$ cat config.mk
export PLATFORM = sky130hd
export DESIGN_NAME = meter_counter
export DESIGN_NICKNAME = d
export VERILOG_FILES = /design/src/rtl/meter_counter.sv
export SDC_FILE = /design/constraint.sdc
export NUM_CORES = 1
export LEC_CHECK = 0
export ABC_CLOCK_PERIOD_IN_PS = 8300
export BUFFER_PORTS_ARGS = -buffer_cell sky130_fd_sc_hd__buf_2
export CORE_UTILIZATION = 59
export CTS_CLUSTER_DIAMETER = 30
export DETAILED_ROUTE_END_ITERATION = 7
export GPL_TIMING_DRIVEN = 0
export PLACE_DENSITY = 0.83
export SYNTH_ARGS = -nofsm -noshare
export SYNTH_HDL_FRONTEND = slang
export SYNTH_SLANG_ARGS = --single-unit
$ cat constraint.sdc
create_clock -name clk -period 8.3 [get_ports clk]
set_input_delay 1.66 -clock clk [delete_from_list [all_inputs] [get_ports clk]]
set_output_delay 1.66 -clock clk [all_outputs]
set_load 0.03 [all_outputs]
$ cat src/rtl/meter_counter.sv
// Parking-meter countdown: 4-digit packed BCD seconds with add/load requests.
// Define METER_BUTTON_EDGE_EN to accept add_*/load_* only on 0->1 transitions.
module meter_counter #(
    parameter logic [15:0] MAX_BCD    = 16'h9999,
    parameter logic [15:0] LOAD_A_BCD = 16'h0010,
    parameter logic [15:0] LOAD_B_BCD = 16'h0205
) (
    input  logic        clk,
    input  logic        rst,
    input  logic        tick_1Hz,
    input  logic        add_60,
    input  logic        add_120,
    input  logic        add_180,
    input  logic        add_300,
    input  logic        load_a,
    input  logic        load_b,
    output logic [15:0] BCD_out,
    output logic        expired
);

    typedef enum logic {
        S_EXPIRED = 1'b0,
        S_RUNNING = 1'b1
    } state_t;

    state_t      r_state;
    state_t      w_state_nxt;
    logic [15:0] r_bcd;
    logic        r_expired;
    logic [15:0] w_bcd_nxt;
    logic [15:0] w_dec;
    logic [15:0] w_amt;
    logic [16:0] w_sum;
    logic [5:0]  w_req;
    logic        w_a60;
    logic        w_a120;
    logic        w_a180;
    logic        w_a300;
    logic        w_la;
    logic        w_lb;

    assign w_req = {load_b, load_a, add_300, add_180, add_120, add_60};

`ifdef METER_BUTTON_EDGE_EN
    logic [5:0] r_req_q;

    always_ff @(posedge clk) begin
        if (rst) begin
            r_req_q <= 6'b0;
        end else begin
            r_req_q <= w_req;
        end
    end

    assign {w_lb, w_la, w_a300, w_a180, w_a120, w_a60} = w_req & ~r_req_q;
`else
    assign {w_lb, w_la, w_a300, w_a180, w_a120, w_a60} = w_req;
`endif

    function automatic logic [15:0] bcd_dec(input logic [15:0] v);
        logic [15:0] r;
        logic [3:0]  d;
        logic        borrow;
        r      = v;
        borrow = 1'b1;
        for (int i = 0; i < 4; i++) begin
            d = v[4*i +: 4];
            if (borrow) begin
                if (d == 4'd0) begin
                    d      = 4'd9;
                    borrow = 1'b1;
                end else begin
                    d      = d - 4'd1;
                    borrow = 1'b0;
                end
            end
            r[4*i +: 4] = d;
        end
        return r;
    endfunction

    // Digit-serial decimal add; bit 16 is the carry out of the top digit.
    function automatic logic [16:0] bcd_add(input logic [15:0] a,
                                            input logic [15:0] b);
        logic [15:0] r;
        logic [4:0]  s;
        logic        c;
        r = 16'h0000;
        c = 1'b0;
        for (int i = 0; i < 4; i++) begin
            s = {1'b0, a[4*i +: 4]} + {1'b0, b[4*i +: 4]} + {4'b0, c};
            if (s > 5'd9) begin
                s = s + 5'd6;
                c = 1'b1;
            end else begin
                c = 1'b0;
            end
            r[4*i +: 4] = s[3:0];
        end
        return {c, r};
    endfunction

    always_comb begin
        w_dec = r_bcd;
        if (tick_1Hz && (r_state == S_RUNNING)) begin
            w_dec = bcd_dec(r_bcd);
        end

        w_amt = 16'h0000;
        if (w_a300) begin
            w_amt = 16'h0300;
        end else if (w_a180) begin
            w_amt = 16'h0180;
        end else if (w_a120) begin
            w_amt = 16'h0120;
        end else if (w_a60) begin
            w_amt = 16'h0060;
        end

        w_sum = bcd_add(w_dec, w_amt);
        if (w_sum[16] || (w_sum[15:0] > MAX_BCD)) begin
            w_bcd_nxt = MAX_BCD;
        end else begin
            w_bcd_nxt = w_sum[15:0];
        end

        if (w_lb) begin
            w_bcd_nxt = LOAD_B_BCD;
        end else if (w_la) begin
            w_bcd_nxt = LOAD_A_BCD;
        end

        w_state_nxt = (w_bcd_nxt == 16'h0000) ? S_EXPIRED : S_RUNNING;
    end

    always_ff @(posedge clk) begin
        if (rst) begin
            r_state   <= S_EXPIRED;
            r_bcd     <= 16'h0000;
            r_expired <= 1'b1;
        end else begin
            r_state   <= w_state_nxt;
            r_bcd     <= w_bcd_nxt;
            r_expired <= (w_state_nxt == S_EXPIRED);
        end
    end

    assign BCD_out = r_bcd;
    assign expired = r_expired;

endmodule

Word-level counts from Yosys, hierarchy flattened
Index checks and enable logic that the tools add are counted.

Register bits: 18. Word-level logic and storage cells: 62.

Add/sub/neg operators: 15. $lt $le $gt $ge: 5. Mux-type cells: 32. Reductions and logical operators: 7.

Operators with widths (count): $mux W16 (4); $mux W4 (11); $gt A5 B4 Y1 const B (4); $mux W9 (2); $add A4 B3 Y4 const B (4); $gt A16 B16 Y1 const B (1); $logic_not A16 Y1 (1); $logic_not A4 Y1 (4); $sub A4 B1 Y4 const B (4); $add A4 B4 Y5 (3); $add A5 B1 Y5 (3); $mux W1 (13); $mux W10 (1); $mux W7 (1); $add A4 B4 Y5 const B (1); $logic_and A1 B1 Y1 (1); $logic_or A1 B1 Y1 (1).

Logic depth before layout (Yosys ltp)
Gate-level depths: netlist of the first run.

Depth in word-level cells: 28. Depth in mapped cells: 35. Depth with buffers taken out: 33.

Worst setup path after synthesis of the first run
No wires, ideal clock.

Path kind: input to register. Start point: input tick_1Hz. End point: register r_state. Arrival time: 7.562 ns. Required time: 8.161 ns. Setup slack: 0.599 ns. Cell stages on the path: 30. Path buffers: 1. Path through: nand3_1 -> or3b_2 -> and2_1 -> ha_1 -> nand2b_1 -> o221ai_1 -> a21oi_1 -> and2_1 -> ha_1 -> fa_1 -> xnor2_1 -> and2_1 -> o21ai_0 -> inv_1 -> fa_1 -> fa_1 -> nand2_1 -> nand2_1 -> a22oi_1 -> ha_1 -> ha_1 -> clkbuf_1 -> nand2_1 -> nor2_1 -> a21oi_1 -> a21o_1 -> o21ai_1 -> nand2b_1 -> a2111oi_2 -> a41oi_1.

Longest elaborated chain between the ends: 21.

Ends and longest elaborated chain: from (decl) (RTL line 10) `input logic tick_1Hz,`; $logic_and A1 B1 Y1 (*) (RTL line 105) `if (tick_1Hz && (r_state == S_RUNNING)) begin`; $mux W16 (*) (RTL line 105); $add A4 B4 Y5 (RTL line 91) `s = {1'b0, a[4*i +: 4]} + {1'b0, b[4*i +: 4]} + {4'b0, c};`; $gt A5 B4 Y1 (RTL line 92) `if (s > 5'd9) begin`; $mux W1 (RTL line 92); $add A5 B1 Y5 (RTL line 91); $gt A5 B4 Y1 (RTL line 92); $mux W1 (RTL line 92); [... 5 more ...]; $mux W4 (RTL line 92); $gt A16 B16 Y1 (RTL line 121) `if (w_sum[16] || (w_sum[15:0] > MAX_BCD)) begin`; $logic_or A1 B1 Y1 (RTL line 121); $mux W16 (*) (RTL line 121); $mux W16 (*) (RTL line 129) `end else if (w_la) begin`; $mux W16 (*) (RTL line 127) `if (w_lb) begin`; $logic_not A16 Y1 (*) (RTL line 133) `w_state_nxt = (w_bcd_nxt == 16'h0000) ? S_EXPIRED : S_RUNNING;`; $mux W1 (*) (RTL line 133); to (signal assigned) (RTL line 142) `r_state <= w_state_nxt;`; to (decl) (RTL line 26) `state_t r_state;`.

Mark *: on every way between the ends. The rest lies on a longest branch, timed or not. A chain may end at the register's enable or synchronous reset.

Final worst setup path of the first run
Ends and elaborated chain as after synthesis.

==> results of run 1 <==
-- synthesized netlist by cell type (3+ instances only) --
cell type	count
inv_1	26
nor2_1	24
nand2_1	21
dfxtp_1	18
a21oi_1	15
ha_1	15
nor3_1	11
and2_1	9
nand3_1	8
clkbuf_1	7
nand2b_1	7
nand4_1	7
xnor2_1	7
a21o_1	5
nor4_1	5
o211ai_1	5
o21ai_0	5
and3_1	4
buf_2	4
nor3b_1	4
o31ai_1	4
a22oi_1	3
a31oi_1	3
fa_1	3
mux2_2	3
mux2i_1	3
nand3b_1	3
nor2b_1	3
o21a_1	3
-- worst paths after layout --
kind	startpoint	endpoint	cells past startpoint
worst max-delay path	tick_1Hz	r_state	30
worst min-delay path	BCD_out[0]	BCD_out[0]	3
worst max register to register	BCD_out[0]	r_state	31
worst min register to register	BCD_out[0]	BCD_out[0]	3
-- timing repair --
action | 4_1_cts | 5_1_grt
setup endpoints to repair | 9 | 16
hold endpoints to repair | 0 | 0
resized for setup | 4 | 16
pin swaps | 0 | 4
setup buffers | 0 | 1
-- cell usage in the layout, fill, tap and decap left out, types with 5 or more instances in the layout --
cell type  synthesis  layout
buf_2              4      28
nand4_1            7       7
nand3_1            8       8
ha_1              15      13
nor4_1             5       5
nand2b_1           7       7
nor3_1            11      11
nand2_1           21      21
and2_1             9       7
a21oi_1           15      13
nor2_1            24      23
o211ai_1           5       5
a21o_1             5       5
xnor2_1            7       5
inv_1             26      25
dfxtp_1           18      18
-- metal layers --
metal,GRT usage,part of all wire,routed length [um],vias up
li1,-,-,-,1139
met1,0.400,0.45,2560,1091
met2,0.443,0.47,2660,88
met3,0.0399,0.061,346,13
met4,0.0653,0.015,86,0
met5,0,0,0,-
-- flip-flops by register name (all words and copies together), names as in the netlist --
register / cells
BCD_out: 16
expired: 1
r_state: 1
-- area by class of cell --
class	instances	share of cell area
buffer	9	0.0158
multi-input combinational	234	0.708
tap	48	0.0236
sequential	18	0.142
timing repair buffer	25	0.0502
inverter	26	0.0384
clock buffer	4	0.0217
-- kinds of logic after synthesis --
kind of cell    count (synthesis)  synth area share
buf+inv                        38            0.0660
xor+xnor                       10            0.0453
simple gates                  120             0.303
mux                             7            0.0386
fa+ha+maj                      18             0.111
compound gates                 79             0.275
flops                          18             0.161
-- where the power goes --
group | switching (mW) | internal, mW
combinational | 0.0980 | 0.0686
clock | 0.0305 | 0.0422
sequential | 0.00536 | 0.0902
total | 0.134 | 0.201
-- worst reg2reg max path: cells and delay by family (launching register included) --
| kind | cells | cell delay, ns |
|---|---|---|
| fa+ha+maj | 8 | 2.79 |
| compound gates | 8 | 1.73 |
| buf+inv | 5 | 0.62 |
| flops | 1 | 0.37 |
| simple gates | 10 | 1.86 |
-- stage by stage --
step	utilization	total power, mW
global placement	0.660	0.245
detailed placement	0.660	0.248
finish	0.694	0.335
floorplan	-	0.217
global route	0.694	0.354
CTS	0.676	0.321
==> impl_metrics.toml, run 1 <==
[worst_setup_path]
r2r_setup_slack_ns = 0.82
critPathKind = "in -> reg"
worstSetupEndpointType = "flip-flop"
required_ns = 8.43
cp.arrival_ns = 8.08
max_stage_delay_ns = 0.63
crit_family = "adder cells"
worst-path-buf-inv = 4
cp-start-kind = "primary input"
worst-path-max-fanout = 7
cp_slowest_cell = "fa_2"

[clock_network]
cts_root_buf = "clkbuf_8"
clock_sinks = 18
cts_tree = "yes"
clk_pin_slew_ns = 0.07
cts_hold_buf = 0
cts_buffers = 3
clk_latency_ns = 0.26
cts_max_level = 1
cts.path.max_buffers = 2

[timing]
setup_viol = 0
tns_ns = 0
worst_slack_ns = 0.352
rsz0062_at_grt = "false"
hold-worst-slack_ns = 0.757
slew_headroom = 0.550
max_freq_mhz = 126
tightest_slew_ns = 0.666
maxSlewViolCount = 0
min_period_ns = 7.95
fin_worst_skew_ns = 0.00306
final_hold_viol_count = 0
period_share = 0.958

[global_routing]
gr-total-overflow = 0
grt_pass1_vias = 2082
antenna_found_initial = 0
grt_pass1_wl_mm = 9.29
grt_util_all_layers = 0.281
grt_max_degree = 11

[die]
coreArea_um2 = 3660
initial_core_util = 0.611
fp.dieH_um = 63.6
die_w_um = 63.6
io_pins = 26
dieArea_um2 = 4040
rows = 22

[cells_and_area]
finalNonFillerCells = 364
seq_area_um2 = 360
multiInputGateArea_um2 = 1800
fin_area_um2 = 2540
drive_gt1_frac = 0.212
antenna_cells = 0
final_nets = 344
fill_cells = 302
synthToLayoutAreaGrowth_pct = 13.6

[placement]
io_buffers = 24
dp_cells = 362
gp_congestion = 0.908
place_ws_ns = -0.540
hpwl_mm = 4.20
place_area_um2 = 2420

[synthesis]
synth_fp_nets = 317
synth_area_um2 = 2240
yosysSeqAreaShare = 0.161
synthArstFlopShare = 0
syn_area_per_cell_um2 = 7.71
netlist_top_cells_area = "dfxtp_1, ha_1, inv_1"
synth_seq_cells = 18
synth.top_cell.area_share = 0.161
ys.flop_type = "dfxtp_1"
synthesis.instances = 290
synth_top_cell_by_area = "dfxtp_1"
ys_types = 72
yosys_warnings = 0
synth_edf_count = 0

[routing]
via_count = 2331
drt_iter0_drc = 176
wl_mm = 5.65
routedWlPerCell_um = 15.5
route.detailed.drc = 0
ant_nets = 0
first_pass_iters = 4
routed_via_density = 6.40

[run_status]
status = "complete, no violations"

[hold_path]
min_path_type = "reg -> reg"

[pwr]
max-vdd-ir-drop_mv = 0.134
powerDensity_nw_per_um2 = 132
leakage_nw = 1.13

[flow_run]
drv_cap = 0
Power figures use the tool's default switching activity.
==> run 2, diff against run 1 <==
Settings changed: BUFFER_PORTS_ARGS -buffer_cell sky130_fd_sc_hd__buf_2 to -buffer_cell sky130_fd_sc_hd__buf_4.
==> impl_metrics.toml, run 2 (same netlist as run 1, synthesis figures left out) <==
[worst_setup_path]
required_ns = 8.43
critPathKind = "in -> reg"
worstSetupEndpointType = "flip-flop"
cp-start-kind = "primary input"
cp.arrival_ns = 8.15
worst-path-max-fanout = 7
cp_slowest_cell = "fa_2"
max_stage_delay_ns = 0.64

[flow_run]
drv_cap = 0

[routing]
routed_via_density = 6.54
route.detailed.drc = 0
ant_nets = 0
drt_iter0_drc = 217
first_pass_iters = 5
wl_mm = 6.07
via_count = 2388
routedWlPerCell_um = 16.6

[clock_network]
clk_pin_slew_ns = 0.07
cts_hold_buf = 0
cts_buffers = 3
clk_latency_ns = 0.25
cts_tree = "yes"
cts_max_level = 1
cts.path.max_buffers = 2
clock_sinks = 18
cts_root_buf = "clkbuf_8"

[timing]
max_freq_mhz = 125
setup_viol = 0
min_period_ns = 8.02
period_share = 0.966
slew_headroom = 0.563
tns_ns = 0
maxSlewViolCount = 0
fin_worst_skew_ns = 0.00106
tightest_slew_ns = 0.651
final_hold_viol_count = 0

[placement]
io_buffers = 24
hpwl_mm = 4.43
dp_cells = 362
gp_congestion = 0.921

[cells_and_area]
final_common_cell = "buf_4"
antenna_cells = 0
largest_reg_flops = 16
multiInputGateArea_um2 = 1790
final_cell_mix = "buf_4, inv_1, nor2_1"
drive_gt1_frac = 0.202
seq_area_um2 = 360
finalNonFillerCells = 365
synthToLayoutAreaGrowth_pct = 16.1
final_nets = 345
fill_cells = 323

[global_routing]
gr-total-overflow = 0
grt_pass1_wl_mm = 9.50
grt_pass1_vias = 2168
grt_max_degree = 11
antenna_found_initial = 0
grt_util_all_layers = 0.288

[pwr]
power.total_mw = 0.344
leakage_nw = 1.14
max-vdd-ir-drop_mv = 0.105
powerDensity_nw_per_um2 = 132

[die]
initial_core_util = 0.611
rows = 22
coreArea_um2 = 3660
die_w_um = 63.6
io_pins = 26
fp.dieH_um = 63.6
dieArea_um2 = 4040

[run_status]
status = "complete, no violations"

[hold_path]
min_path_type = "reg -> reg"
==> run 2: cell types whose count changed in the layout (fill, tap and decap cells not counted), sizes merged <==
cell  previous run  this run
buf             30        31
==> run 2: cell type report <==
cell class	count	share of cell area
multi-input cells	234	0.689
flip-flops and latches	18	0.139
repair buffers	26	0.0752
inverters	26	0.0376
well taps	48	0.0231
clock buffers	4	0.0212
plain buffers	9	0.0154
==> run 2: per-stage QoR <==
stage          hold slack, ns  utilization  cell area, um^2  worst slack [ns]
2_1_floorplan           0.753            -             2240             0.599
3_3_place_gp            0.774        0.676             2480            -0.379
3_5_place_dp            0.773        0.676             2480            -0.445
4_1_cts                 0.784        0.692             2530            0.0896
5_1_grt                 0.820        0.709             2590           -0.0913
6_report                0.787        0.709             2590             0.283
==> run 2: path summary, 6_finish.rpt <==
kind	from	end	slack, ns	cells past startpoint
setup / recovery	tick_1Hz	r_state	0.28	30
hold / removal	BCD_out[0]	BCD_out[0]	0.79	3
setup reg to reg	BCD_out[0]	r_state	0.69	31
hold reg to reg	BCD_out[0]	BCD_out[0]	0.79	3
==> run 2: metal layers <==
layer	track usage	up-vias	share of wire
met5	0	-	0
met4	0.108	0	0.032
met3	0.0290	25	0.062
met2	0.476	114	0.48
met1	0.381	1111	0.43
li1	-	1138	-
==> run 2: critical path, delay by kind of cell <==
| kind | cells | cell delay (ns) |
|---|---|---|
| adders and majority gates | 7 | 2.63 |
| and+or+nand+nor | 12 | 2.16 |
| AOI/OAI and AO/OA | 7 | 1.28 |
| buffers and inverters | 4 | 0.42 |
==> run 2: timing repair <==
action | 4_1_cts | 5_1_grt
resized for setup | 3 | 13
endpoints found under the setup margin | 5 | 14
setup buffers | 0 | 2
pin swaps | 0 | 4
==> run 2: report_power, final <==
part           switching [mW]  leakage, nW  internal, mW
Combinational           0.102        0.966        0.0731
Clock                  0.0306       0.0288        0.0422
Sequential            0.00593        0.147        0.0902
Total                   0.138         1.14         0.206
